[src/rtl/pci_arbiter_if.sv]
// pci_arbiter_if: bus-side signals shared between the central PCI arbiter and
// the initiators it serves.
//   req      active-low bus requests, one per master
//   frame    active-low PCI FRAME as sampled from the bus
//   irdy     active-low PCI IRDY as sampled from the bus
//   gnt      active-low grants, at most one bit low
//   owner    index of the master currently or last granted
//   bus_busy high while a granted transaction is in flight
// Modport master is the arbiter side; modport slave is the initiator/bus side.
interface pci_arbiter_if #(
  parameter int unsigned N_MASTERS = 4
);
  localparam int unsigned OW = $clog2(N_MASTERS);

  logic [N_MASTERS-1:0] req;
  logic                 frame;
  logic                 irdy;
  logic [N_MASTERS-1:0] gnt;
  logic [OW-1:0]        owner;
  logic                 bus_busy;

  modport master (
    input  req, frame, irdy,
    output gnt, owner, bus_busy
  );

  modport slave (
    output req, frame, irdy,
    input  gnt, owner, bus_busy
  );
endinterface

[src/rtl/pci_arbiter.sv]
// pci_arbiter: central round-robin PCI bus arbiter with bus parking and a
// grant timeout for masters that never start a transaction.
//   clk  bus clock, rising edge
//   rst  synchronous active-high reset
//   bus  pci_arbiter_if.master: req/frame/irdy in, gnt/owner/bus_busy out
// All outputs are registered; a grant never moves directly between masters.
module pci_arbiter #(
  parameter int unsigned N_MASTERS = 4,
  parameter int unsigned TIMEOUT   = 16,
  parameter bit          PARK_EN   = 1'b1
) (
  input  logic          clk,
  input  logic          rst,
  pci_arbiter_if.master bus
);
  localparam int unsigned OW = $clog2(N_MASTERS);
  localparam int unsigned IW = OW + 1;
  localparam int unsigned CW = $clog2(TIMEOUT + 1);

  typedef enum logic [1:0] {
    IDLE  = 2'd0,
    GRANT = 2'd1,
    BUSY  = 2'd2
  } state_t;

  state_t               state_q, state_d;
  logic [N_MASTERS-1:0] gnt_q, gnt_d;
  logic [OW-1:0]        owner_q, owner_d;
  logic [OW-1:0]        last_q, last_d;
  logic [CW-1:0]        cnt_q, cnt_d;
  logic                 busy_q, busy_d;
  logic [OW-1:0]        winner;
  logic [IW-1:0]        idx;
  logic                 found;
  logic                 any_req;
  logic                 bus_idle;

  assign bus_idle = bus.frame & bus.irdy;
  assign any_req  = ~&bus.req;

  // Round-robin pick: search last+1, last+2, ... wrapping, last owner checked last.
  // idx carries one extra bit so last+i never overflows before the wrap.
  always_comb begin
    winner = last_q;
    found  = 1'b0;
    idx    = '0;
    for (int unsigned i = 1; i <= N_MASTERS; i++) begin
      idx = {1'b0, last_q} + IW'(i);
      if (idx >= IW'(N_MASTERS)) idx = idx - IW'(N_MASTERS);
      if (!found && !bus.req[idx[OW-1:0]]) begin
        found  = 1'b1;
        winner = idx[OW-1:0];
      end
    end
  end

  // State register and registered outputs.
  always_ff @(posedge clk) begin
    if (rst) begin
      state_q <= IDLE;
      gnt_q   <= '1;
      owner_q <= '0;
      last_q  <= OW'(N_MASTERS - 1);
      cnt_q   <= '0;
      busy_q  <= 1'b0;
    end else begin
      state_q <= state_d;
      gnt_q   <= gnt_d;
      owner_q <= owner_d;
      last_q  <= last_d;
      cnt_q   <= cnt_d;
      busy_q  <= busy_d;
    end
  end

  // Next-state decision.
  always_comb begin
    state_d = state_q;
    case (state_q)
      IDLE: begin
        // Stale or foreign traffic on the bus blocks any new grant.
        if (bus_idle && any_req) state_d = GRANT;
      end
      GRANT: begin
        if (!bus.frame) begin
          state_d = BUSY;
        end else if (!bus.req[owner_q]) begin
          if (cnt_q == CW'(TIMEOUT - 1)) state_d = IDLE;
        end else if (any_req || !PARK_EN) begin
          state_d = IDLE;
        end
      end
      BUSY: begin
        if (bus_idle) begin
          if ((any_req && (winner == owner_q)) || (!any_req && PARK_EN)) state_d = GRANT;
          else                                                            state_d = IDLE;
        end
      end
      default: state_d = IDLE;
    endcase
  end

  // Next values of the registered outputs, derived from the chosen transition.
  always_comb begin
    owner_d = owner_q;
    last_d  = last_q;
    cnt_d   = '0;
    if (state_q == IDLE && state_d == GRANT) begin
      owner_d = winner;
      last_d  = winner;
    end
    // Idle-cycle counter only runs while the owner keeps requesting an unused bus.
    if (state_q == GRANT && state_d == GRANT && !bus.req[owner_q]) begin
      cnt_d = cnt_q + CW'(1);
    end
    busy_d = (state_d == BUSY);
    gnt_d  = (state_d == IDLE) ? '1 : ~(N_MASTERS'(1) << owner_d);
  end

  assign bus.gnt      = gnt_q;
  assign bus.owner    = owner_q;
  assign bus.bus_busy = busy_q;
endmodule

[src/flat_wrapper.sv]
// flat-port wrapper written by rule: the top's interface ports become plain ports
module pci_arbiter_flat 
#(
  parameter int unsigned N_MASTERS = 4,
  parameter int unsigned TIMEOUT   = 16,
  parameter bit          PARK_EN   = 1'b1
)
  (clk, rst, bus_req, bus_frame, bus_irdy, bus_gnt, bus_owner, bus_bus_busy);
  pci_arbiter_if #(.N_MASTERS(N_MASTERS)) bus_i ();
  input  logic clk;
  input  logic rst;
  input wire logic [$bits(bus_i.req)-1:0] bus_req;
  input wire logic [$bits(bus_i.frame)-1:0] bus_frame;
  input wire logic [$bits(bus_i.irdy)-1:0] bus_irdy;
  output wire logic [$bits(bus_i.gnt)-1:0] bus_gnt;
  output wire logic [$bits(bus_i.owner)-1:0] bus_owner;
  output wire logic [$bits(bus_i.bus_busy)-1:0] bus_bus_busy;
  assign bus_i.req = bus_req;
  assign bus_i.frame = bus_frame;
  assign bus_i.irdy = bus_irdy;
  assign bus_gnt = bus_i.gnt;
  assign bus_owner = bus_i.owner;
  assign bus_bus_busy = bus_i.bus_busy;
  pci_arbiter #(.N_MASTERS(N_MASTERS), .TIMEOUT(TIMEOUT), .PARK_EN(PARK_EN)) u_core (.clk(clk), .rst(rst), .bus(bus_i));
endmodule
[config.mk]
export PLATFORM = sky130hd
export DESIGN_NAME = pci_arbiter_flat
export DESIGN_NICKNAME = d
export VERILOG_FILES = /design/src/rtl/pci_arbiter_if.sv /design/src/rtl/pci_arbiter.sv /design/src/flat_wrapper.sv
export SDC_FILE = /design/constraint.sdc
export NUM_CORES = 1
export LEC_CHECK = 0
export CORE_AREA = 2 2 56 58
export DETAILED_ROUTE_END_ITERATION = 8
export DIE_AREA = 0 0 58 60
export GPL_ROUTABILITY_DRIVEN = 0
export PLACE_DENSITY = 0.56
export RECOVER_POWER = 25
export SETUP_SLACK_MARGIN = 0.1
export SLEW_MARGIN = 25
export SYNTH_ARGS = -nofsm -noshare
export SYNTH_HDL_FRONTEND = slang
export SYNTH_SLANG_ARGS = --single-unit
[constraint.sdc]
create_clock -name clk -period 1.8 [get_ports clk]
set_input_delay 0.18 -clock clk [delete_from_list [all_inputs] [get_ports clk]]
set_output_delay 0.18 -clock clk [all_outputs]
set_load 0.005 [all_outputs]
# Word level (Yosys, flattened, before mapping)
# Index checks and enable logic that the tools add are counted.
op_classes:
  mux: 30
  bitwise: 3
  magnitude_cmp: 9
  n_addsub: 9
  n_reduce_logical: 21
  shifts: 1
  n_eq_ne: 6
ops:
  columns: ["operator", "n"]
  rows:
  - ["2-to-1 mux 2 bit", 15]
  - ["less-than comparator 2 x 3 -> 1 bit (second input constant)", 5]
  - [">= comparator 3 bit (second input constant)", 4]
  - ["binary-select mux 1 bit (select 2 bit)", 5]
  - ["2-to-1 mux 1 bit", 9]
  - ["logical AND 1 bit", 8]
  - ["subtractor 2 x 1 -> 2 bit (second input constant)", 4]
  - ["zero test 1 bit", 7]
  - ["adder 2 x 2 -> 3 bit (second input constant)", 2]
  - ["case mux 2 bit (3 select lines)", 1]
  - ["adder 5 x 1 -> 5 bit (second input constant)", 1]
  - ["== test 5 x 4 -> 1 bit (second input constant)", 1]
  - ["== test 2 x 1 -> 1 bit (second input constant)", 2]
  - ["== test 2 bit (second input constant)", 2]
  - ["zero test 2 bit", 2]
  - ["NOT 4 bit", 1]
  - ["AND reduction 4 bit", 1]
  - ["OR reduction 2 bit", 2]
  - ["left shift 1 x 2 -> 4 bit (first input constant)", 1]
  - ["adder 2 x 1 -> 3 bit (second input constant)", 1]
  - ["adder 2 x 3 -> 3 bit (second input constant)", 1]
  - ["== test 2 bit", 1]
  - ["AND 1 bit", 1]
  - ["logical OR 1 bit", 1]
  - ["NOT 1 bit", 1]
word_totals:
  word_cells: 85
  ff_bits: 16
  output_inout_bits: 7
  in_bits: 8

# Longest topological paths before layout
depth:
  depth_word: 25
  ltp_mapped: 7
  ltp_nobuf: 7

# Worst setup path before layout
# Ideal clock, no wire load.
synth_timing:
  path_type: "reg-to-reg"
  startpoint: "register u_core.owner_q[0], in the netlist u_core.bus.owner[0]"
  endpoint: "register u_core.gnt_q[0], in the netlist u_core.bus.gnt[0]"
  setup_ps: 134
  path_buffers: 0
  arrival_ps: 1473
  period_less_slack_ps: 1607
  setup_slack_ps: 193
  path_stages_with_launch: 6
  required_time_ps: 1666
  path_cell_list: "dfxtp_1 > mux4_1 > nor3_1 > nor3_2 > o311ai_4 > nand4b_1"
synth_via:
  elab_chain_cells: 11
  word_cells_on_any_way: 17
  classes_between: "2 x eq/ne; 1 x shift; 8 x mux; 1 x bitwise; 5 x reduce/logical"
synth_lines:
  columns: ["item", "line", "text"]
  rows:
  - ["start, declared", "pci_arbiter.sv:28", "logic [OW-1:0] owner_q, owner_d;"]
  - ["start signal, assigned", "pci_arbiter.sv:69", "owner_q <= owner_d;"]
  - ["== test 2 bit", "pci_arbiter.sv:95", "if ((any_req && (winner == owner_q)) || (!any_req && PARK_EN)) state_d = GRANT;"]
  - ["logical AND 1 bit", "pci_arbiter.sv:95", null]
  - ["logical OR 1 bit", "pci_arbiter.sv:95", null]
  - ["2-to-1 mux 1 bit", "pci_arbiter.sv:95", null]
  - ["2-to-1 mux 2 bit", "pci_arbiter.sv:94", "if (bus_idle) begin"]
  - ["case mux 2 bit (3 select lines)", "pci_arbiter.sv:79", "case (state_q)"]
  - ["== test 2 x 1 -> 1 bit", "pci_arbiter.sv:108", "if (state_q == IDLE && state_d == GRANT) begin"]
  - ["logical AND 1 bit", "pci_arbiter.sv:108", null]
  - ["2-to-1 mux 2 bit", "pci_arbiter.sv:108", null]
  - ["left shift 1 x 2 -> 4 bit", "pci_arbiter.sv:117", "gnt_d = (state_d == IDLE) ? '1 : ~(N_MASTERS'(1) << owner_d);"]
  - ["NOT 4 bit", "pci_arbiter.sv:117", null]
  - ["end signal, assigned", "pci_arbiter.sv:68", "gnt_q <= gnt_d;"]
  - ["end, declared", "pci_arbiter.sv:27", "logic [N_MASTERS-1:0] gnt_q, gnt_d;"]
# Several ways; a longest one is shown, not always the timed one. The select of a mux whose other input is x is not followed.
# A chain may end at the register's enable or synchronous reset.

# Final worst setup path
# Same ends and word-level chain as after synthesis.

==> results.sh <==
export IMPL_status="complete, no violations"
export IMPL_portBuffers=14
export IMPL_start_util_pct=28.7
export IMPL_drt_iter0_drc=13
export IMPL_cp_arrival_ps=1800
export IMPL_first_global_vias=774
export IMPL_syn_num_nets=96
export IMPL_cts_tree="yes"
export IMPL_r2r_end="u_core.bus.gnt[0]"
export IMPL_cts_buffer_depth=2
export IMPL_clk_latency_ps=290
export IMPL_drt_total_wl_um=1960
export IMPL_num_vias=761
export IMPL_yosysSeqAreaShare_pct=38.4
export IMPL_vias_per_cell=5.01
export IMPL_rsz0062_at_grt="no"
export IMPL_place_ws_ps=-230
export IMPL_grt_ovfl_total=0
export IMPL_syn_area_um2=833
export IMPL_nNetsFinal=130
export IMPL_dpl_cell_area_um2=1100
export IMPL_hold_start="u_core.cnt_q[0]"
export IMPL_core_um2=2900
export IMPL_cpMaxStageDelayCell="mux4_2"
export IMPL_endpoint="u_core.bus.gnt[0]"
export IMPL_max_slew_margin_pct=76.2
export IMPL_power_density_nw_per_um2=687
export IMPL_grt_max_degree=11
export IMPL_drv_slew=0
export IMPL_critical_path_max_fanout=4
export IMPL_cp_required_ps=1960
export IMPL_die_h_um=60
export IMPL_fin_crit_sh_pct=90.9
export IMPL_hold_ws_ps=473
export IMPL_antenna_diode_count=0
export IMPL_final_core_util_pct=42.0
export IMPL_yosysWarnings=0
export IMPL_final_common_cell="buf_4"
export IMPL_path_clk_slew_ps=90
export IMPL_crit_chain="mux4_2 -> nor3_4 -> nor3_4 -> o311ai_4 -> nand4b_1"
export IMPL_drt_pass1_iter_count=4
export IMPL_reg2regPathDepth=5
export IMPL_fin_worst_skew_ps=2.66
export IMPL_fin_crit_ps=1640
export IMPL_clock_root_buffer="clkbuf_4"
export IMPL_synth_cells=86
export IMPL_grt_pass1_wl_um=3220
export IMPL_pin_count=15
export IMPL_path_common_cell="nor3_4"
export IMPL_critPathKind="register to register"
export IMPL_fmax_mhz=611
export IMPL_hold_viol=0
export IMPL_wl_per_cell_um=12.9
export IMPL_min_path_type="register to register"
export IMPL_setup_violations=0
export IMPL_p_leak_nw=0.497
export IMPL_die_area_um2=3480
export IMPL_layout_drive_gt1_share_pct=30.3
export IMPL_grtUsageTotal_pct=12.3
export IMPL_start_kind="register"
export IMPL_cp_top_family="multiplexers"
export IMPL_worst_path_stages=5
export IMPL_synth_seq_cells=16
export IMPL_drc_errors=0
export IMPL_area_delta_synth_final_pct=46.2
export IMPL_cts_sinks=16
export IMPL_h_tree_depth=1
export IMPL_die_w_um=58
export IMPL_path_buf_inv=0
export IMPL_slowest_delay_ps=580
export IMPL_antenna_found_initial=0
export IMPL_final_cell_area_um2=1220
export IMPL_setup_ws_ps=164
export IMPL_layout_common_cells="buf_4, dfxtp_1, nor2_1"
export IMPL_antenna_left=0
export IMPL_r2r_start="u_core.bus.owner[0]"
export IMPL_dp_cells=144
export IMPL_ir_drop_mv=0.353
export IMPL_finalNonFillerCells=152
export IMPL_rows=20
export IMPL_max_cap_violations=0
export IMPL_worst_setup_path_end_kind="register"
export IMPL_crit_path_start="u_core.bus.owner[0]"
export IMPL_synth_area_per_cell_um2=9.69
export IMPL_dp_hpwl_um=1480
export IMPL_worstMarginPinSlew_ps=356
export IMPL_cts_made_buffers=3
export IMPL_ys_types=37
export IMPL_fillCellCount=299
export IMPL_reg2reg_slack_ps=160
cell usage after synthesis:
library cell	instances	area share (%)
nor2_1	12	5.4
and3_1	1	0.75
mux4_1	1	3.2
mux2i_1	1	1.2
o311ai_0	1	1.1
nand4b_1	3	3.2
xor2_1	1	1.1
o21ai_1	1	0.60
a2bb2oi_1	1	1.1
o41ai_4	1	3.3
buf_4	1	0.90
nor3b_1	2	1.8
nor4b_1	1	1.1
nor2b_1	2	1.5
nand3b_1	4	3.6
a21o_1	1	0.90
a21oi_1	4	2.4
and4bb_2	1	1.5
nor3_2	1	1.2
nor3_1	1	0.60
ha_1	2	3.0
nand3_1	4	2.4
inv_1	4	1.8
nand4_1	1	0.75
o22ai_1	3	2.3
o31a_2	1	1.2
o21ai_0	1	0.60
and2_4	1	1.1
and2_1	2	1.5
o311ai_4	1	3.2
nand2_1	2	0.90
xnor2_1	3	3.2
nand2b_1	1	0.75
a21o_2	1	1.1
buf_1	1	0.45
dfxtp_1	16	38
o2111a_1	1	1.4
metrics by stage:
step	power, mW	TNS, ps
2_1_floorplan	0.497	0
3_3_place_gp	0.582	-1390
3_5_place_dp	0.585	-1860
4_1_cts	0.826	0
5_1_grt	0.883	0
6_report	0.838	0
state kept, by name (all words and copies together) (netlist names):
| register | count |
|---|---|
| u_core.bus.bus_busy | 1 |
| u_core.bus.gnt | 4 |
| u_core.bus.owner | 2 |
| u_core.cnt_q | 5 |
| u_core.last_q | 2 |
| u_core.state_q | 2 |
metal layers:
metal	track usage, %	wire [um]
met5	0	0
met4	4.98	32
met3	2.81	61
met2	23.7	1050
met1	12.6	814
worst register-to-register path: cells and delay by family, from the launching register on:
family	cells	cell delay (ps)
mux	1	580
simple gates	3	450
flops	1	380
compound gates	1	100
final cells by class:
class                   instances  area [um^2]  area share, %
well taps                      33         41.3           3.39
repair buffers                 31          265           21.8
clock buffers                   4         36.3           2.98
flip-flops and latches         16          328           26.9
multi-input cells              64          533           43.7
inverters                       4         15.0           1.23
where the power goes:
part	switching [mW]	internal, mW
Combinational	0.0928	0.124
Sequential	0.0161	0.368
Clock	0.114	0.123
Total	0.223	0.615
worst min path at each step:
stage	endpoint	slack, ps	depth (start not counted)
2_1_floorplan	u_core.cnt_q[0]	420	1
3_3_place_gp	u_core.cnt_q[0]	430	1
3_5_place_dp	u_core.cnt_q[0]	470	1
4_1_cts	u_core.cnt_q[0]	490	1
5_1_grt	u_core.cnt_q[0]	500	1
6_report	u_core.cnt_q[0]	470	1
cell families after synthesis:
| logic type | after synthesis | synth area share [%] |
|---|---|---|
| and+or+nand+nor | 39 | 27.9 |
| AOI/OAI and AO/OA | 17 | 18.9 |
| DFF | 16 | 38.4 |
| buffers and inverters | 6 | 3.15 |
| xor gates and xnor gates | 4 | 4.20 |
| muxes | 2 | 4.35 |
| adders and majority gates | 2 | 3.00 |
what timing repair did:
item | 4_1_cts | 5_1_grt
resized for setup | 3 | 15
buffers inserted | 0 | 4
hold buffers | 0 | 0
endpoints found under the setup margin | 4 | 11
pin swaps | 1 | 5
Note: power is estimated with default switching activity, not from simulation.
